--- config.mk ---
export PLATFORM = sky130hd
export DESIGN_NAME = ball_motion
export DESIGN_NICKNAME = d
export VERILOG_FILES = /design/src/rtl/ball_motion.sv
export SDC_FILE = /design/constraint.sdc
export NUM_CORES = 1
export LEC_CHECK = 0
export CORE_AREA = 2 2 158 176
export CTS_CLUSTER_DIAMETER = 40
export DETAILED_ROUTE_END_ITERATION = 8
export DIE_AREA = 0 0 160 178
export GPL_TIMING_DRIVEN = 0
export PLACE_DENSITY = 0.67
export SLEW_MARGIN = 15
export SYNTH_ARGS = -nofsm -noshare
export SYNTH_HDL_FRONTEND = slang
export SYNTH_SLANG_ARGS = --single-unit
--- constraint.sdc ---
create_clock -name clk -period 25.8 [get_ports clk]
set_input_delay 3.87 -clock clk [delete_from_list [all_inputs] [get_ports clk]]
set_output_delay 3.87 -clock clk [all_outputs]
set_load 0.01 [all_outputs]
--- src/rtl/ball_motion.sv ---
// Ball kinematics engine for the brick-breaker datapath.
// Steps a fixed-point ball position once per frame strobe. The ball reflects off the
// left, right and top walls and flips direction on brick hits. A paddle hit recomputes
// the X/Y velocity split with a bit-serial integer square root.
module ball_motion #(
    parameter int unsigned INT_W       = 10,
    parameter int unsigned FRAC_W      = 10,
    parameter int          X_MIN       = 0,
    parameter int          X_MAX       = 640,
    parameter int          Y_MIN       = 0,
    parameter int          Y_MAX       = 480,
    parameter int          BALL_SIZE   = 4,
    parameter int unsigned PLAT_W_LOG2 = 6,
    parameter int          START_X     = 318,
    parameter int          START_Y     = 400
) (
    input  logic             clk,
    input  logic             resetn,
    input  logic             enable,
    input  logic             launch,
    input  logic [INT_W-1:0] plat_x,
    input  logic             plat_col,
    input  logic             brick_col_x,
    input  logic             brick_col_y,
    output logic [INT_W-1:0] x,
    output logic [INT_W-1:0] y,
    output logic             x_du,
    output logic             y_du,
    output logic             busy,
    output logic             lost
);

    localparam int unsigned P_W       = INT_W + FRAC_W;
    localparam int unsigned C_W       = INT_W + 1;
    localparam int unsigned RT_W      = FRAC_W + 1;
    localparam int unsigned SQ_W      = 2 * RT_W;
    localparam int unsigned BIT_W     = $clog2(RT_W);
    localparam int unsigned HALF_PLAT = 1 << (PLAT_W_LOG2 - 1);

    localparam logic [P_W-1:0]   POS_X0  = P_W'(START_X) << FRAC_W;
    localparam logic [P_W-1:0]   POS_Y0  = P_W'(START_Y) << FRAC_W;
    localparam logic [P_W-1:0]   V_ONE   = P_W'(1) << FRAC_W;
    localparam logic [P_W-1:0]   X_RIGHT = P_W'(X_MAX - BALL_SIZE) << FRAC_W;
    localparam logic [P_W-1:0]   X_LEFT  = P_W'(X_MIN) << FRAC_W;
    localparam logic [P_W-1:0]   Y_TOP   = P_W'(Y_MIN) << FRAC_W;
    localparam logic [SQ_W-1:0]  ONE_SQ  = SQ_W'(1) << (2 * FRAC_W);
    localparam logic [C_W-1:0]   HALF_C  = C_W'(HALF_PLAT);
    localparam logic [C_W-1:0]   BHALF_C = C_W'(BALL_SIZE / 2);
    localparam logic [BIT_W-1:0] BIT_TOP = BIT_W'(FRAC_W);

    typedef enum logic [1:0] {
        S_HOLD,
        S_RUN,
        S_SQRT,
        S_LOST
    } state_t;

    state_t            r_state;
    logic [P_W-1:0]    r_pos_x;
    logic [P_W-1:0]    r_pos_y;
    logic [P_W-1:0]    r_vx;
    logic [P_W-1:0]    r_vy;
    logic              r_x_du;
    logic              r_y_du;
    logic              r_busy;
    logic              r_lost;
    logic [RT_W-1:0]   r_root;
    logic [SQ_W-1:0]   r_rem;
    logic [BIT_W-1:0]  r_bit;

    logic [P_W-1:0]    w_step_x;
    logic [P_W-1:0]    w_step_y;
    logic [INT_W-1:0]  w_step_x_int;
    logic [INT_W-1:0]  w_step_y_int;
    logic              w_hit_right;
    logic              w_hit_left;
    logic              w_hit_top;
    logic              w_hit_bottom;
    logic [P_W-1:0]    w_pos_x_nxt;
    logic [P_W-1:0]    w_pos_y_nxt;
    logic              w_x_du_nxt;
    logic              w_y_du_nxt;
    logic              w_accept;

    logic [C_W-1:0]    w_c;
    logic [C_W-1:0]    w_p;
    logic              w_c_ge_p;
    logic [C_W-1:0]    w_diff;
    logic [C_W-1:0]    w_d;
    logic [P_W-1:0]    w_vx_new;
    logic [SQ_W-1:0]   w_vx_sq;
    logic [SQ_W-1:0]   w_rem_new;

    logic [RT_W-1:0]   w_trial;
    logic [SQ_W-1:0]   w_trial_sq;
    logic [RT_W-1:0]   w_root_nxt;

    // Candidate step per axis and wall detection on the stepped integer part
    always_comb begin
        w_step_x     = r_x_du ? (r_pos_x + r_vx) : (r_pos_x - r_vx);
        w_step_y     = r_y_du ? (r_pos_y + r_vy) : (r_pos_y - r_vy);
        w_step_x_int = w_step_x[P_W-1:FRAC_W];
        w_step_y_int = w_step_y[P_W-1:FRAC_W];
        w_hit_right  = r_x_du && ((int'(w_step_x_int) + BALL_SIZE) > X_MAX);
        w_hit_left   = !r_x_du && ((r_pos_x < r_vx) || (int'(w_step_x_int) < X_MIN));
        w_hit_top    = !r_y_du && ((r_pos_y < r_vy) || (int'(w_step_y_int) < Y_MIN));
        w_hit_bottom = enable && r_y_du && ((int'(w_step_y_int) + BALL_SIZE) >= Y_MAX);
    end

    // Paddle hit geometry: offset of ball centre from paddle centre sets the X speed
    always_comb begin
        w_accept  = (r_state == S_RUN) && r_y_du && plat_col;
        w_c       = C_W'(r_pos_x[P_W-1:FRAC_W]) + BHALF_C;
        w_p       = C_W'(plat_x) + HALF_C;
        w_c_ge_p  = (w_c >= w_p);
        w_diff    = w_c_ge_p ? (w_c - w_p) : (w_p - w_c);
        w_d       = (w_diff > HALF_C) ? HALF_C : w_diff;
        w_vx_new  = (P_W'(w_d) << FRAC_W) >> PLAT_W_LOG2;
        w_vx_sq   = SQ_W'(w_vx_new) * SQ_W'(w_vx_new);
        w_rem_new = ONE_SQ - w_vx_sq;
    end

    // One restoring square-root bit per cycle, MSB first
    always_comb begin
        w_trial    = r_root | (RT_W'(1) << r_bit);
        w_trial_sq = SQ_W'(w_trial) * SQ_W'(w_trial);
        w_root_nxt = (w_trial_sq <= r_rem) ? w_trial : r_root;
    end

    // Next position/direction; walls override brick toggles, paddle overrides both
    always_comb begin
        w_pos_x_nxt = r_pos_x;
        w_pos_y_nxt = r_pos_y;
        w_x_du_nxt  = r_x_du ^ brick_col_x;
        w_y_du_nxt  = r_y_du ^ brick_col_y;
        if (enable) begin
            if (w_hit_right) begin
                w_pos_x_nxt = X_RIGHT;
                w_x_du_nxt  = 1'b0;
            end else if (w_hit_left) begin
                w_pos_x_nxt = X_LEFT;
                w_x_du_nxt  = 1'b1;
            end else begin
                w_pos_x_nxt = w_step_x;
            end
            if (w_hit_top) begin
                w_pos_y_nxt = Y_TOP;
                w_y_du_nxt  = 1'b1;
            end else begin
                w_pos_y_nxt = w_step_y;
            end
        end
        if (w_accept) begin
            w_x_du_nxt = w_c_ge_p;
            w_y_du_nxt = 1'b0;
        end
    end

    // Motion FSM with all state and outputs registered
    always_ff @(posedge clk or negedge resetn) begin
        if (!resetn) begin
            r_state <= S_HOLD;
            r_pos_x <= POS_X0;
            r_pos_y <= POS_Y0;
            r_vx    <= V_ONE;
            r_vy    <= V_ONE;
            r_x_du  <= 1'b1;
            r_y_du  <= 1'b0;
            r_busy  <= 1'b0;
            r_lost  <= 1'b0;
            r_root  <= '0;
            r_rem   <= '0;
            r_bit   <= '0;
        end else begin
            case (r_state)
                S_HOLD: begin
                    if (launch) begin
                        r_state <= S_RUN;
                    end
                end
                S_LOST: begin
                    if (launch) begin
                        r_state <= S_HOLD;
                        r_pos_x <= POS_X0;
                        r_pos_y <= POS_Y0;
                        r_vx    <= V_ONE;
                        r_vy    <= V_ONE;
                        r_x_du  <= 1'b1;
                        r_y_du  <= 1'b0;
                        r_lost  <= 1'b0;
                    end
                end
                S_RUN, S_SQRT: begin
                    if (w_hit_bottom) begin
                        r_state <= S_LOST;
                        r_lost  <= 1'b1;
                        r_busy  <= 1'b0;
                    end else begin
                        r_pos_x <= w_pos_x_nxt;
                        r_pos_y <= w_pos_y_nxt;
                        r_x_du  <= w_x_du_nxt;
                        r_y_du  <= w_y_du_nxt;
                        if (r_state == S_SQRT) begin
                            r_root <= w_root_nxt;
                            if (r_bit == '0) begin
                                r_vy    <= P_W'(w_root_nxt);
                                r_busy  <= 1'b0;
                                r_state <= S_RUN;
                            end else begin
                                r_bit <= r_bit - BIT_W'(1);
                            end
                        end
                        if (w_accept) begin
                            r_vx    <= w_vx_new;
                            r_rem   <= w_rem_new;
                            r_root  <= '0;
                            r_bit   <= BIT_TOP;
                            r_busy  <= 1'b1;
                            r_state <= S_SQRT;
                        end
                    end
                end
                default: r_state <= S_HOLD;
            endcase
        end
    end

    assign x    = r_pos_x[P_W-1:FRAC_W];
    assign y    = r_pos_y[P_W-1:FRAC_W];
    assign x_du = r_x_du;
    assign y_du = r_y_du;
    assign busy = r_busy;
    assign lost = r_lost;

endmodule
Word-level counts from Yosys, hierarchy flattened
Index checks and enable logic that the tools add are counted.
{"block": "totals", "reg_bits": 123}
{"block": "classes", "addsub": 12, "mul": 2, "order_cmp": 7, "eq_ne": 14, "n_shift": 1, "n_mux": 55, "bitwise_logic": 4, "reduce_logical": 26}
{"operator": "2-to-1 mux 20 bit", "count": 17}
{"operator": "case mux 20 bit (2 select lines)", "count": 4}
{"operator": "2-to-1 mux 11 bit", "count": 4}
{"operator": "adder 20 bit", "count": 2}
{"operator": "less-than comparator 20 bit", "count": 2}
{"operator": "subtractor 20 bit", "count": 2}
{"operator": "adder 10 x 3 -> 11 bit (second input constant)", "count": 2}
{"operator": "<= comparator 22 bit", "count": 1}
{"operator": "multiplier 11 x 11 -> 22 bit", "count": 1}
{"operator": "subtractor 11 bit", "count": 2}
{"operator": "subtractor 21 x 22 -> 22 bit (first input constant)", "count": 1}
{"operator": "inequality test 2 bit (second input constant)", "count": 9}
{"operator": "2-to-1 mux 1 bit", "count": 16}
{"operator": "AND reduction 4 bit", "count": 4}
{"operator": "AND reduction 3 bit", "count": 5}
{"operator": "multiplier 10 x 10 -> 14 bit", "count": 1}
{"operator": "2-to-1 mux 2 bit", "count": 6}
{"operator": "2-to-1 mux 4 bit", "count": 3}
{"operator": "adder 10 x 2 -> 11 bit (second input constant)", "count": 1}
{"operator": "adder 10 x 6 -> 11 bit (second input constant)", "count": 1}
{"operator": ">= comparator 11 bit", "count": 1}
{"operator": ">= comparator 11 x 9 -> 1 bit (second input constant)", "count": 1}
{"operator": "> comparator 11 x 10 -> 1 bit (second input constant)", "count": 1}
{"operator": "> comparator 11 x 6 -> 1 bit (second input constant)", "count": 1}
{"operator": "other kinds (19)", "count": 33}

Longest topological paths before layout
{"block": "logic_depth", "word_depth": 10, "ltp_mapped": 40, "ltp_nobuf": 37}

Worst setup path after synthesis
No wires, ideal clock.
{"block": "synth_path", "kind": "input to register", "from": "input port plat_x[5]", "to": "register r_rem[20]", "setup_time_ns": 0.066, "t_arrival_ns": 10.929, "required_ns": 25.734, "setup_slack_ns": 14.805, "path_stages": 31, "cell_sequence": "ha_1 -> nand3_1 -> xnor2_1 -> ha_1 -> buf_2 -> and4_4 -> nand3_2 -> a31oi_2 -> a41oi_4 -> mux2_4 -> xor2_4 -> a41oi_4 -> nor3_1 -> nand2b_1 -> fa_1 -> fa_1 -> inv_1 -> ha_1 -> fa_1 -> inv_1 -> fa_1 -> inv_1 -> ha_1 -> a21oi_1 -> o21bai_1 -> a21o_1 -> nor3_1 -> a2111oi_2 -> a2111oi_1 -> and3_1 -> o31a_1"}
{"block": "synth_between", "elab_chain_len": 7}
{"element": "start: declaration", "line_no": "21", "rtl": "input logic [INT_W-1:0] plat_x,"}
{"element": "adder 10 x 6 -> 11 bit (*)", "line_no": "114", "rtl": "w_p = C_W'(plat_x) + HALF_C;"}
{"element": "subtractor 11 bit or >= comparator 11 bit (tied branches)", "line_no": "116, 115"}
{"element": "2-to-1 mux 11 bit (*)", "line_no": "116", "rtl": "w_diff = w_c_ge_p ? (w_c - w_p) : (w_p - w_c);"}
{"element": "> comparator 11 x 6 -> 1 bit", "line_no": "117", "rtl": "w_d = (w_diff > HALF_C) ? HALF_C : w_diff;"}
{"element": "2-to-1 mux 10 bit (*)", "line_no": "117"}
{"element": "multiplier 10 x 10 -> 14 bit (*)", "line_no": "119", "rtl": "w_vx_sq = SQ_W'(w_vx_new) * SQ_W'(w_vx_new);"}
{"element": "subtractor 21 x 22 -> 22 bit (*)", "line_no": "120", "rtl": "w_rem_new = ONE_SQ - w_vx_sq;"}
{"element": "end signal: assignment", "line_no": "215", "rtl": "r_rem <= w_rem_new;"}
{"element": "end: declaration", "line_no": "68", "rtl": "logic [SQ_W-1:0] r_rem;"}
Mark *: on every way between the ends. The rest lies on a longest branch, timed or not.
A chain may end at the register's enable or synchronous reset.

Worst setup path in the final report
Ends and elaborated chain as after synthesis.

==> summary.md <==
| Metric | Value |
|---|---|
| Status | finished, final reports clean |
| Antenna violations before repair | 0 |
| Initial core utilization | between 50% and 60% |
| Synth area leader | fa_1 |
| Ant. Diodes | 0 |
| Area Overhead vs Synth | 9.92% |
| Max_slew headroom | 34.1% |
| Max incr delay on CP | between 0.6 and 0.7 ns |
| Detailed Route WL | a little over 30000 um |
| Remaining DRCs | 0 |
| Number of flops mapped to enable cells by yosys | 0 |
| Worst Path Buf+Inv | 5 |
| #FFs+latches synth | 91 |
| CP Max Fanout | 9 |
| Synth cell types | 87 |
| MaxCap Viol Count | 0 |
| CTS tree | done |
| Synth Area per Inst | 8.55 sq um |
| Hold Path Class | reg -> reg |
| Final clock skew | 0.0161 ns |
| Dominant synthesized flop cell | dfrtp_1 |
| Dpl ws | around 13 ns |
| Crit-path slowest cell | nor3_1 |
| Routed WL per cell | about 15 um |
| Layout cell share with drive strength beyond 1 | slightly above 6% |
| Largest delay contributor family on the critical path | adder cells |
| Sequential share of the synthesized area | ~17% |
| TritonCTS Sinks | between 90 and 100 |
| Boundary Pins | between 40 and 50 |
| Clk buf depth | 2 |
| Total CTS buffers | 9 |
| Largest net degree at the start of global routing | 76 |
| Setup Buffers After CTS | 0 |
| Kind of critical path | in -> reg |
| Port Buffers | 40 |
| CP Capture Type | flip-flop |
| Worst Setup Slack, final | 13.60 ns |
| Top-area cell type share of the netlist area | 16.4% |
| RSZ-0062 raised after global routing | false |
| Vias in the first global route | approximately 11k |
| Slew @ Worst Pin | just under 1 ns |
| Detailed placement HPWL | roughly 25000 um |
| Slew Viols, Final | 0 |
| Final period utilization | a little under half |
| Syn Inst Count | 1573 |
| First-pass GRT wire length | 53800 um |
| Crit path from | plat_x[5] |
| # resized after CTS | 0 |
| DR vias | around 11k |
| GPL Wtd Cong | between 0.9 and 1 |
| Clock H-tree levels | 3 |
| Worst R2R Setup Slack | 16.45 ns |
| Final-report hold violation count | 0 |
| Post-route ant nets | 0 |
| Final core occ | between 50% and 60% |
| Clock root buffer | clkbuf_16 |
| Setup TNS | 0 ns |
| Worst hold start | r_rem[19] |
| Worst EP arrival | between 10 and 15 ns |
| Die area | between 0.02 and 0.03 sq mm |
| Core region area | 0.0266 sq mm |
| Syn. warnings | 0 |
| Row cnt | between 60 and 70 |
| Maximum clock frequency | 82.0 MHz |
| Clk_lat worst skew | ~0.36 ns |
| Starting DRT DRC Count | between 600 and 700 |
| Ys async rst share | 100% |
| Die Wd | around 160 um |
| Most frequent cell after synthesis | inv_1 |
| CP startpoint kind | input port |
| Synth Cell Area | between 0.01 and 0.015 sq mm |
| Final #Nets | 1962 |
| Commonest cells post-synth | inv_1, ha_1, nor2_1 |
| Leading post-synthesis cells by cell area | fa_1, ha_1, dfrtp_1 |
| Minimum clock period | 12.20 ns |
| RR Startpoint | r_bit[0] |
| Total iterations of the first detailed-routing run | 5 |
| Grt total ovfl | 0 |
| Clock slew at reported path FFs | 0.07 ns |
| Chip Height | approximately 180 um |
| Vias per inst | 5.45 |
| Gr usage total | roughly 23% |
| Setup Viol. Count Final | 0 |
| Required @ worst endpoint | between 20 and 30 ns |
| Hold Buf Count CTS | 0 |
## layout by cell type, fill, tap and decap left out, drive strengths merged, types with 6 or more instances in the layout
master	Yosys	layout
a31oi	15	15
nor2b	19	19
or2	12	12
and2	7	7
ha	166	166
dfstp	12	12
clkbuf	36	48
mux2	7	7
xnor2	68	68
o21bai	10	10
inv	231	232
fa	110	110
nand2	106	106
o21a	16	16
buf	36	38
or3	10	10
nand4	8	8
and3	17	17
nand2b	23	23
a32o	8	8
conb	2	46
o21ai	80	80
mux2i	21	21
o211ai	17	17
a21oi	90	90
xor2	28	28
o31ai	27	27
nand3	33	33
dfrtp	79	79
o41ai	6	6
nor3	37	37
a211oi	9	9
clkdlybuf4s50	0	39
a21o	26	26
nor2	123	123
## per-layer routing
metal	vias up	global-route usage, %	routed length [um]	part of all wire [%]
met5	-	0	0	0
met4	0	6.98	638	2.1
met3	42	2.09	968	3.1
met2	192	42.1	15600	50
met1	5401	28.8	13700	44
li1	5437	-	-	-
## metrics by stage
step,instances,hold WS (ns),area [sq um]
after global routing,2030,0.540,14800
after global placement,2014,0.459,14500
after detailed placement,2015,0.486,14500
final,2030,0.498,14800
after CTS,2030,0.503,14800
after floorplan,1617,0.457,13600
## worst reg2reg max path, delay by kind of cell (launching register included)
family          cells  cell delay, ns
compound gates      8            1.79
xor+xnor            1            0.14
fa+ha+maj           8            3.49
buf+inv             9            1.57
flops               1            0.41
mux                 1            0.19
simple gates       11            1.72
## worst paths after layout
check / depth (start not counted) / end
hold reg to reg: 2 / r_rem[19]
setup / recovery: 32 / r_rem[20]
max in group asynchronous: 2 / r_vy[10]
min in group asynchronous: 1 / r_vx[13]
hold / removal: 2 / r_rem[19]
setup reg to reg: 38 / r_vy[3]
## state kept, by name, indices dropped and copies added (netlist names)
name,count
r_root,11
r_pos_y,20
r_rem,13
r_pos_x,16
r_vy,11
r_vx,10
y_du,1
r_bit,4
r_state,2
busy,1
lost,1
x_du,1
## layout make-up
type | instances | area (sq um)
Multi-Input combinational cell | 1220 | 10100
Buffer | 72 | 380
Fill cell | 2567 | 11900
Clock inverter | 3 | 21.3
Sequential cell | 91 | 2290
Clock buffer | 12 | 267
Inverter | 234 | 878
Timing Repair Buffer | 41 | 429
Tap cell | 357 | 447
## logic make-up (layout without fill, tap and decap cells)
family	count (synthesis)	in the layout	synth area share, %
AND/OR/NAND/NOR	412	412	14.6
AO/OA/AOI/OAI	362	362	18.5
buffers and inverters	306	362	9.36
adder cells (fa/ha/maj)	276	276	31.8
XOR/XNOR	96	96	6.50
flip-flops	91	91	17.0
multiplexers	28	28	2.18
other	2	46	0.0558
Power is left out: the tool's default activity adds up to more than one toggle a clock period on the data nets, which glitch-free logic cannot reach.
